--- config.mk ---
export PLATFORM = sky130hd
export DESIGN_NAME = product_accumulator
export DESIGN_NICKNAME = d
export VERILOG_FILES = /design/src/rtl/product_accumulator_pkg.sv /design/src/rtl/product_accumulator_sat_clamp.sv /design/src/rtl/product_accumulator.sv
export SDC_FILE = /design/constraint.sdc
export NUM_CORES = 1
export LEC_CHECK = 0
export ABC_AREA = 1
export CORE_MARGIN = 8
export CORE_UTILIZATION = 52
export DETAILED_ROUTE_END_ITERATION = 12
export PLACE_DENSITY = 0.75
export SETUP_SLACK_MARGIN = 0.2
export SLEW_MARGIN = 10
export SYNTH_ARGS = -nofsm -noshare
export SYNTH_HDL_FRONTEND = slang
export SYNTH_SLANG_ARGS = --single-unit
--- constraint.sdc ---
create_clock -name clk -period 3.8 [get_ports clk]
set_input_delay 0.38 -clock clk [delete_from_list [all_inputs] [get_ports clk]]
set_output_delay 0.38 -clock clk [all_outputs]
set_load 0.01 [all_outputs]
--- src/rtl/product_accumulator_pkg.sv ---
// Shared multiplier package: product width, saturation limits and the
// accumulator state encoding used by the Booth multiplier datapath.
package product_accumulator_pkg;
   localparam int PRODUCT_W = 64;
   localparam logic [PRODUCT_W-1:0] SAT_MAX = 64'h7FFF_FFFF_FFFF_FFFF;
   localparam logic [PRODUCT_W-1:0] SAT_MIN = 64'h8000_0000_0000_0000;

   typedef enum logic {
      ST_ACCUM  = 1'b0,
      ST_OUTPUT = 1'b1
   } acc_state_e;
endpackage

--- src/rtl/product_accumulator_sat_clamp.sv ---
// Combinational clamp of a wide signed accumulator to a 64-bit signed result,
// flagging whenever the value had to be limited.
module sat_clamp
   import product_accumulator_pkg::*;
#(
   parameter int ACC_W = 72
) (
   input  logic [ACC_W-1:0]     i_acc,
   output logic [PRODUCT_W-1:0] o_sum,
   output logic                 o_ovf
);
   // The value fits when every bit from 63 upward is a copy of the sign.
   logic [ACC_W-PRODUCT_W:0] w_top;
   logic                     w_in_range;

   assign w_top      = i_acc[ACC_W-1:PRODUCT_W-1];
   assign w_in_range = (&w_top) | ~(|w_top);

   // Select the pass-through value or the saturation limit of matching sign.
   always_comb begin
      o_sum = i_acc[PRODUCT_W-1:0];
      o_ovf = 1'b0;
      if (!w_in_range) begin
         o_ovf = 1'b1;
         if (i_acc[ACC_W-1]) begin
            o_sum = SAT_MIN;
         end else begin
            o_sum = SAT_MAX;
         end
      end else begin
         o_sum = i_acc[PRODUCT_W-1:0];
      end
   end
endmodule

--- src/rtl/product_accumulator.sv ---
// Sums blocks of BLOCK_LEN signed products and hands out a saturated 64-bit
// block sum with a valid/ready handshake; flush emits a partial block early.
module product_accumulator
   import product_accumulator_pkg::*;
#(
   parameter int BLOCK_LEN = 8,
   parameter int ACC_W     = 72
) (
   input  logic                 clk,
   input  logic                 resetN,
   input  logic [PRODUCT_W-1:0] productIn,
   input  logic                 inValid,
   output logic                 inReady,
   input  logic                 clearAcc,
   input  logic                 flush,
   output logic [PRODUCT_W-1:0] sumOut,
   output logic [7:0]           sumCount,
   output logic                 overflow,
   output logic                 sumValid,
   input  logic                 sumReady
);
   localparam logic [7:0] BLOCK_LEN_C = 8'(BLOCK_LEN);

   acc_state_e           r_state;
   acc_state_e           w_state_next;
   logic [ACC_W-1:0]     r_acc;
   logic [ACC_W-1:0]     w_acc_next;
   logic [7:0]           r_count;
   logic [7:0]           w_count_next;
   logic [7:0]           w_count_inc;
   logic                 w_accept;
   logic                 w_capture;
   logic [ACC_W-1:0]     w_prod_ext;
   logic [PRODUCT_W-1:0] w_clamped;
   logic                 w_ovf;

   assign inReady     = (r_state == ST_ACCUM) && !clearAcc;
   assign w_accept    = inValid && inReady;
   assign w_count_inc = r_count + 8'd1;
   assign w_prod_ext  = {{(ACC_W-PRODUCT_W){productIn[PRODUCT_W-1]}}, productIn};

   // Clamp sees the post-edge accumulator so the result captured on the
   // closing edge already includes a product accepted on that same edge.
   sat_clamp #(.ACC_W(ACC_W)) u_sat_clamp (
      .i_acc (w_acc_next),
      .o_sum (w_clamped),
      .o_ovf (w_ovf)
   );

   // Next-state and accumulator update.
   always_comb begin
      w_state_next = r_state;
      w_acc_next   = r_acc;
      w_count_next = r_count;
      w_capture    = 1'b0;
      case (r_state)
         ST_ACCUM: begin
            if (clearAcc) begin
               w_acc_next   = {ACC_W{1'b0}};
               w_count_next = 8'd0;
            end else if (w_accept) begin
               w_acc_next   = r_acc + w_prod_ext;
               w_count_next = w_count_inc;
               if ((w_count_inc == BLOCK_LEN_C) || flush) begin
                  w_state_next = ST_OUTPUT;
                  w_capture    = 1'b1;
               end else begin
                  w_state_next = ST_ACCUM;
               end
            end else if (flush && (r_count != 8'd0)) begin
               w_state_next = ST_OUTPUT;
               w_capture    = 1'b1;
            end else begin
               w_state_next = ST_ACCUM;
            end
         end
         ST_OUTPUT: begin
            if (sumReady) begin
               w_state_next = ST_ACCUM;
               w_acc_next   = {ACC_W{1'b0}};
               w_count_next = 8'd0;
            end else begin
               w_state_next = ST_OUTPUT;
            end
         end
         default: begin
            w_state_next = ST_ACCUM;
            w_acc_next   = {ACC_W{1'b0}};
            w_count_next = 8'd0;
         end
      endcase
   end

   // State register.
   always_ff @(posedge clk or negedge resetN) begin
      if (!resetN) begin
         r_state <= ST_ACCUM;
      end else begin
         r_state <= w_state_next;
      end
   end

   // Accumulator and product count.
   always_ff @(posedge clk or negedge resetN) begin
      if (!resetN) begin
         r_acc   <= {ACC_W{1'b0}};
         r_count <= 8'd0;
      end else begin
         r_acc   <= w_acc_next;
         r_count <= w_count_next;
      end
   end

   // Result registers: loaded only when a block closes, held while waiting.
   always_ff @(posedge clk or negedge resetN) begin
      if (!resetN) begin
         sumOut   <= {PRODUCT_W{1'b0}};
         sumCount <= 8'd0;
         overflow <= 1'b0;
         sumValid <= 1'b0;
      end else begin
         sumValid <= (w_state_next == ST_OUTPUT);
         if (w_capture) begin
            sumOut   <= w_clamped;
            sumCount <= w_count_next;
            overflow <= w_ovf;
         end
      end
   end
endmodule

==> results of run 1 <==
==> sequential cells by signal (all words and copies together), names as in the netlist <==
name and flops:
r_acc 72, sumCount 8, overflow 1, sumOut 64, r_count 8, sumValid 1
==> routing by layer <==
metal / vias up / wire (um) / track usage
met5: - / 0 / 0
met4: 0 / 1050 / 0.0855
met3: 62 / 3100 / 0.0574
met2: 435 / 19400 / 0.451
met1: 6235 / 20300 / 0.392
li1: 6606 / - / -
==> through the flow <==
| step | setup slack [ns] | power [mW] |
|---|---|---|
| after floorplan | 1.03 | 5.73 |
| after global routing | 0.197 | 10.3 |
| final | 0.453 | 9.59 |
| after detailed placement | -0.115 | 7.72 |
| after CTS | 0.307 | 9.54 |
| after global placement | -0.142 | 7.63 |
==> area by class of cell <==
type                       count  area (um^2)
fill                        2397         9280
multi-input combinational   1490         7860
sequential                   154         3850
timing repair buffer         190         1880
inverter                     293         1100
clock buffer                  18          429
tap                          330          413
clock inverter                14          154
==> critical path: cells and delay by family, from the launching register on <==
family	cells	cell delay (ns)
adders and majority gates	1	0.36
and+or+nand+nor	15	2.02
buffers and inverters	2	0.28
DFF	1	0.39
AOI/OAI and AO/OA	1	0.14
==> power by group <==
part           internal, mW  switching, mW  leakage, nW
Combinational          2.08           3.19         5.76
Clock                 0.936          0.869        0.290
Sequential             2.16          0.353         1.80
Total                  5.17           4.41         7.85
==> cell families after synthesis <==
logic type,count (synthesis),synth area share
simple gates,1043,0.335
buf+inv,348,0.111
fa+ha+maj,74,0.0711
compound gates,335,0.163
xor+xnor,38,0.0253
flops,154,0.293
==> worst max path at each step <==
| stage | to | cells past startpoint | slack, ns | startpoint |
|---|---|---|---|---|
| 2_1_floorplan | sumOut[53] | 22 | 1.03 | productIn[0] |
| 3_3_place_gp | sumOut[42] | 19 | -0.14 | productIn[63] |
| 3_5_place_dp | sumOut[9] | 19 | -0.11 | productIn[63] |
| 4_1_cts | sumOut[9] | 19 | 0.31 | productIn[63] |
| 5_1_grt | sumOut[36] | 21 | 0.20 | r_acc[20] |
| 6_report | sumOut[41] | 19 | 0.45 | r_acc[60] |
==> synthesized netlist by cell type (11+ instances only) <==
library cell / instances / area (um^2)
a21oi_1: 131 / 656
clkbuf_1: 23 / 86.3
inv_1: 271 / 1020
inv_2: 20 / 75.1
ha_1: 73 / 913
dfrtp_1: 154 / 3850
o21bai_1: 12 / 90.1
nand2_2: 39 / 244
a22oi_1: 35 / 263
xor2_1: 28 / 245
nor2_2: 17 / 106
nand2_1: 533 / 2000
a21boi_1: 11 / 82.6
nor3_1: 13 / 65.1
nand3_1: 66 / 330
a21oi_2: 49 / 429
buf_6: 16 / 180
nor2_1: 326 / 1220
o21ai_0: 47 / 235
==> summary.md, run 1 <==
| Metric | Value |
|---|---|
| Status | `complete, but fails checks` |
| Failing checks | `negative hold slack` |
| Final max-slew violation count | `0` |
| Share of cells above drive strength 1 | `0.113` |
| Commonest non-fill, non-tap cell in the layout | `nand2_1` |
| GRT overflow | `0` |
| Tot GR Track Use | `0.287` |
| Detailed Route Iter0 Violations | `1,120` |
| Via-to-Cell Ratio | `5.36` |
| Worst-path clk slew | `0.08 ns` |
| Drt pass-1 iters | `5` |
| Fin crit share | `0.881` |
| Number of setup violations in the final report | `0` |
| Slowest CP cell | `dfrtp_1` |
| Total Wirelength | `43,900 um` |
| CP Class | `reg2reg` |
| Finished Core Util | `0.628` |
| Most frequent cells in the layout | `nand2_1 (532), nor2_1 (323), inv_1 (271)` |
| Yosys warns | `0` |
| Fin Hold WS | `-0.0259 ns` |
| Crit-path max cell delay | `0.39 ns` |
| Pin count of the biggest net entering global routing | `85` |
| Clk_skew | `0.0129 ns` |
| Initial Utilization | `0.526` |
| Fraction of registers with async set/reset | `1.00` |
| Worst VDD drop | `482 uV` |
| Port Buf Inserts | `144` |
| Number of global-route vias before repair | `13,200` |
| Initial antenna violation count | `0` |
| Setup_tns | `0 ns` |
| Drt wl/cell | `17.6 um` |
| Syn Inst Count | `1,992` |
| Io pins | `145` |
| Rel. slew slack | `0.447` |
| # diodes | `0` |
| Synth Cell Area | `0.0131 mm^2` |
| CP Launch Type | `register` |
| Post-Syn Area per Cell | `6.59 um^2` |
| Commonest register cell after synthesis | `dfrtp_1` |
| Height of the die | `175 um` |
| CP Cell Sequence | `ha_1, nand2_1, nor2_1, inv_1, nor2_2, nand2_1, nor4_2, nand2_1, nand3_1, nand3_2, a21oi_1, nand2_1, nor2_1, nand2_1, nand2_2, nand2_4, buf_12, nor2_1, nor2_1` |
| Die Wd | `175 um` |
| Cell repeated most along the worst path | `nand2_1` |
| Worst-Skew Late Latency | `0.44 ns` |
| Inserted Clock Buffers | `17` |
| Post-CTS setup buffers | `0` |
| LEAKAGE | `7.85 nW` |
| Post-Syn Nets | `2,136` |
| First-pass GRT wire length | `70,200 um` |
| Vias | `13,300` |
| R2R setup slack | `0.45 ns` |
| Worst reg2reg endpoint | `sumOut[41]` |
| Crit end category | `register` |
| Max H-tree Level | `4` |
| GPL Wtd Cong | `0.992` |
| Sequential area share after synthesis | `0.293` |
| HP Class | `in2async` |
| Worst Reg2Reg Path Length in Cells | `19` |
| CTS tree | `done` |
| Clock sink count | `154` |
| Dpl cells | `2,457` |
| Post-synth EDFFs | `0` |
| Final hold vios | `18` |
| Reg2Reg Launch Point | `r_acc[60]` |
| Achievable frequency | `299 MHz` |
| Pwr per Cell Area | `611 mW/mm^2` |
| FF+latch count, synth | `154` |
| Area Overhead vs Synth | `19.4%` |
| Critical path fanouts, max | `49` |
| Fin cells | `2,489` |
| Worst path required time | `4.13 ns` |
| Yosys cell types | `53` |
| Min Tclk post-route | `3.35 ns` |
| Post-DP Area | `0.0151 mm^2` |
| MaxCap Viol Count | `0` |
| Cts-stage hold buffer count | `0` |
| Antenna-violating nets left | `0` |
| Row cnt | `58` |
| RSZ-0062 raised after global routing | `true` |
| PostCTS Resize Cnt | `0` |
| Detailed Place HPWL | `34,100 um` |
| Post-route cell area | `0.0157 mm^2` |
| Worst slew pin tran | `0.829 ns` |
| Core area | `0.0250 mm^2` |
| Worst Path Arrival | `3.68 ns` |
| Drt drc | `0` |
| CTS Root Cell | `clkbuf_16` |
| Fin nets | `2,290` |
| Max clock buf depth | `2` |
| Die area | `0.0306 mm^2` |
Note: power is estimated with default switching activity, not from simulation.
==> inputs of run 2 (changes only) <==
--- a/config.mk
+++ b/config.mk
@@ -6,10 +6,12 @@
 export NUM_CORES = 1
 export LEC_CHECK = 0
 export ABC_AREA = 1
+export CELL_PAD_IN_SITES_DETAIL_PLACEMENT = 1
+export CELL_PAD_IN_SITES_GLOBAL_PLACEMENT = 2
 export CORE_MARGIN = 8
-export CORE_UTILIZATION = 52
+export CORE_UTILIZATION = 32
 export DETAILED_ROUTE_END_ITERATION = 12
-export PLACE_DENSITY = 0.75
+export PLACE_DENSITY_LB_ADDON = 0.1
 export SETUP_SLACK_MARGIN = 0.2
 export SLEW_MARGIN = 10
 export SYNTH_ARGS = -nofsm -noshare
==> summary.md, run 2 (synthesis gave the netlist of run 1 again) <==
| Metric | Value |
|---|---|
| Status | `finished clean` |
| Post-CTS setup buffers | `0` |
| Reg area | `0.00385 mm^2` |
| Core area | `0.0406 mm^2` |
| Cts-stage hold buffer count | `0` |
| Fin Hold WS | `0.0309 ns` |
| Initial antenna violation count | `0` |
| GPL Wtd Cong | `0.937` |
| Clk_skew | `0.0236 ns` |
| Critical path fanouts, max | `23` |
| Vias | `13,400` |
| Initial Utilization | `0.323` |
| Multi-input combinational cell area | `0.00788 mm^2` |
| Area Overhead vs Synth | `23.8%` |
| Worst reg2reg endpoint | `sumOut[26]` |
| Inserted Clock Buffers | `17` |
| Number of global-route vias before repair | `14,300` |
| Achievable frequency | `298 MHz` |
| Fin crit share | `0.882` |
| Critical path origin | `productIn[63]` |
| Pwr per Cell Area | `608 mW/mm^2` |
| Worst slew pin tran | `0.956 ns` |
| Most frequent cells in the layout | `nand2_1 (530), nor2_1 (320), inv_1 (271)` |
| GRT overflow | `0` |
| Pin count of the biggest net entering global routing | `155` |
| Total Wirelength | `52,400 um` |
| Filler Cell Count | `5,302` |
| # diodes | `0` |
| Via-to-Cell Ratio | `4.90` |
| Min Tclk post-route | `3.35 ns` |
| RSZ-0062 raised after global routing | `false` |
| Drt wl/cell | `19.2 um` |
| Worst Reg2Reg Path Length in Cells | `19` |
| Die area | `0.0478 mm^2` |
| Tot GR Track Use | `0.223` |
| Antenna-violating nets left | `0` |
| Clock sink count | `154` |
| Detailed Route Iter0 Violations | `601` |
| Share of cells above drive strength 1 | `0.134` |
| First-pass GRT wire length | `82,500 um` |
| Worst path required time | `4.16 ns` |
| Tot Pwr | `9.89 mW` |
| Worst Path Arrival | `3.71 ns` |
| Io pins | `145` |
| Worst-path clk slew | `0.06 ns` |
| Reg2Reg Launch Point | `r_acc[46]` |
| Final hold vios | `0` |
| CP Launch Type | `primary input` |
| Largest register FFs | `72` |
| Drt drc | `0` |
| Max clock buf depth | `2` |
| MaxCap Viol Count | `0` |
| CTS tree | `done` |
| Rel. slew slack | `0.363` |
| Finished Core Util | `0.400` |
| Critical Path Sink | `sumOut[13]` |
| Row cnt | `74` |
| Number of setup violations in the final report | `0` |
| Max H-tree Level | `4` |
| R2R setup slack | `0.46 ns` |
| Top flop regs | `r_acc: 72 flops, sumOut: 64 flops` |
| CP Class | `in2reg` |
| Worst-Skew Late Latency | `0.48 ns` |
| Commonest non-fill, non-tap cell in the layout | `nand2_1` |
| HP Class | `in2async` |
| CTS Root Cell | `clkbuf_16` |
| Fin nets | `2,331` |
| Port Buf Inserts | `144` |
| Crit end category | `register` |
| Most flop-heavy register | `r_acc` |
| Height of the die | `219 um` |
| Slack of the critical path | `0.447 ns` |
| Die Wd | `219 um` |
| Pre-CTS setup slack | `-0.119 ns` |
| Final max-slew violation count | `0` |
| LEAKAGE | `8.02 nW` |
| Drt pass-1 iters | `5` |
| Detailed Place HPWL | `41,700 um` |
| Worst VDD drop | `386 uV` |
## run 2: power by group
group	total [mW]	switching (mW)	internal, mW
clock	1.79	0.845	0.946
sequential	2.56	0.395	2.16
combinational	5.54	3.33	2.21
## run 2: critical path, cell delays in order
cell and delay (ns):
clkdlybuf4s50_1 0.40, buf_4 0.17, buf_4 0.14, buf_4 0.14, ha_1 0.33, inv_1 0.11
nor3_1 0.06, a211oi_1 0.27, o211ai_1 0.17, a21oi_1 0.31, nand2_1 0.10, nand2_1 0.06
nand2_1 0.05, nand2_1 0.06, nand3_1 0.11, nand2_4 0.15, buf_4 0.37, a21boi_1 0.13
nor2_1 0.13, nor2_1 0.06
## run 2: timing repair
item | CTS | global route
gates resized for setup | 0 | 16
endpoints found under the setup margin | 0 | 63
hold endpoints to repair | 0 | 0
## run 2: through the flow
| step | setup TNS, ns | area [um^2] | std cells |
|---|---|---|---|
| 2_1_floorplan | 0 | 13100 | 1992 |
| 6_report | 0 | 16300 | 2732 |
| 3_5_place_dp | -4.79 | 15600 | 2700 |
| 3_3_place_gp | -2.37 | 15600 | 2700 |
| 5_1_grt | 0 | 16300 | 2732 |
| 4_1_cts | 0 | 16200 | 2732 |
## run 2: worst min path at each step
stage / start / to / cells past startpoint
2_1_floorplan: resetN / overflow / 0
3_3_place_gp: sumCount[0] / sumCount[0] / 2
3_5_place_dp: sumCount[3] / sumCount[3] / 2
4_1_cts: resetN / r_acc[41] / 2
5_1_grt: resetN / sumOut[27] / 2
6_report: resetN / sumOut[26] / 2
## run 2: area by class of cell
class	count	share of cell area
Inverter	293	0.0676
Tap cell	532	0.0409
Multi-Input combinational cell	1490	0.485
Timing Repair Buffer	231	0.134
Sequential cell	154	0.237
Clock inverter	11	0.00708
Clock buffer	21	0.0283
## run 2: metal layers
layer,global-route usage,routed length [um],vias to the layer above
li1,-,-,6685
met1,0.314,26500,6480
met2,0.351,23300,179
met3,0.0359,1830,43
met4,0.0540,758,0
met5,0,0,-
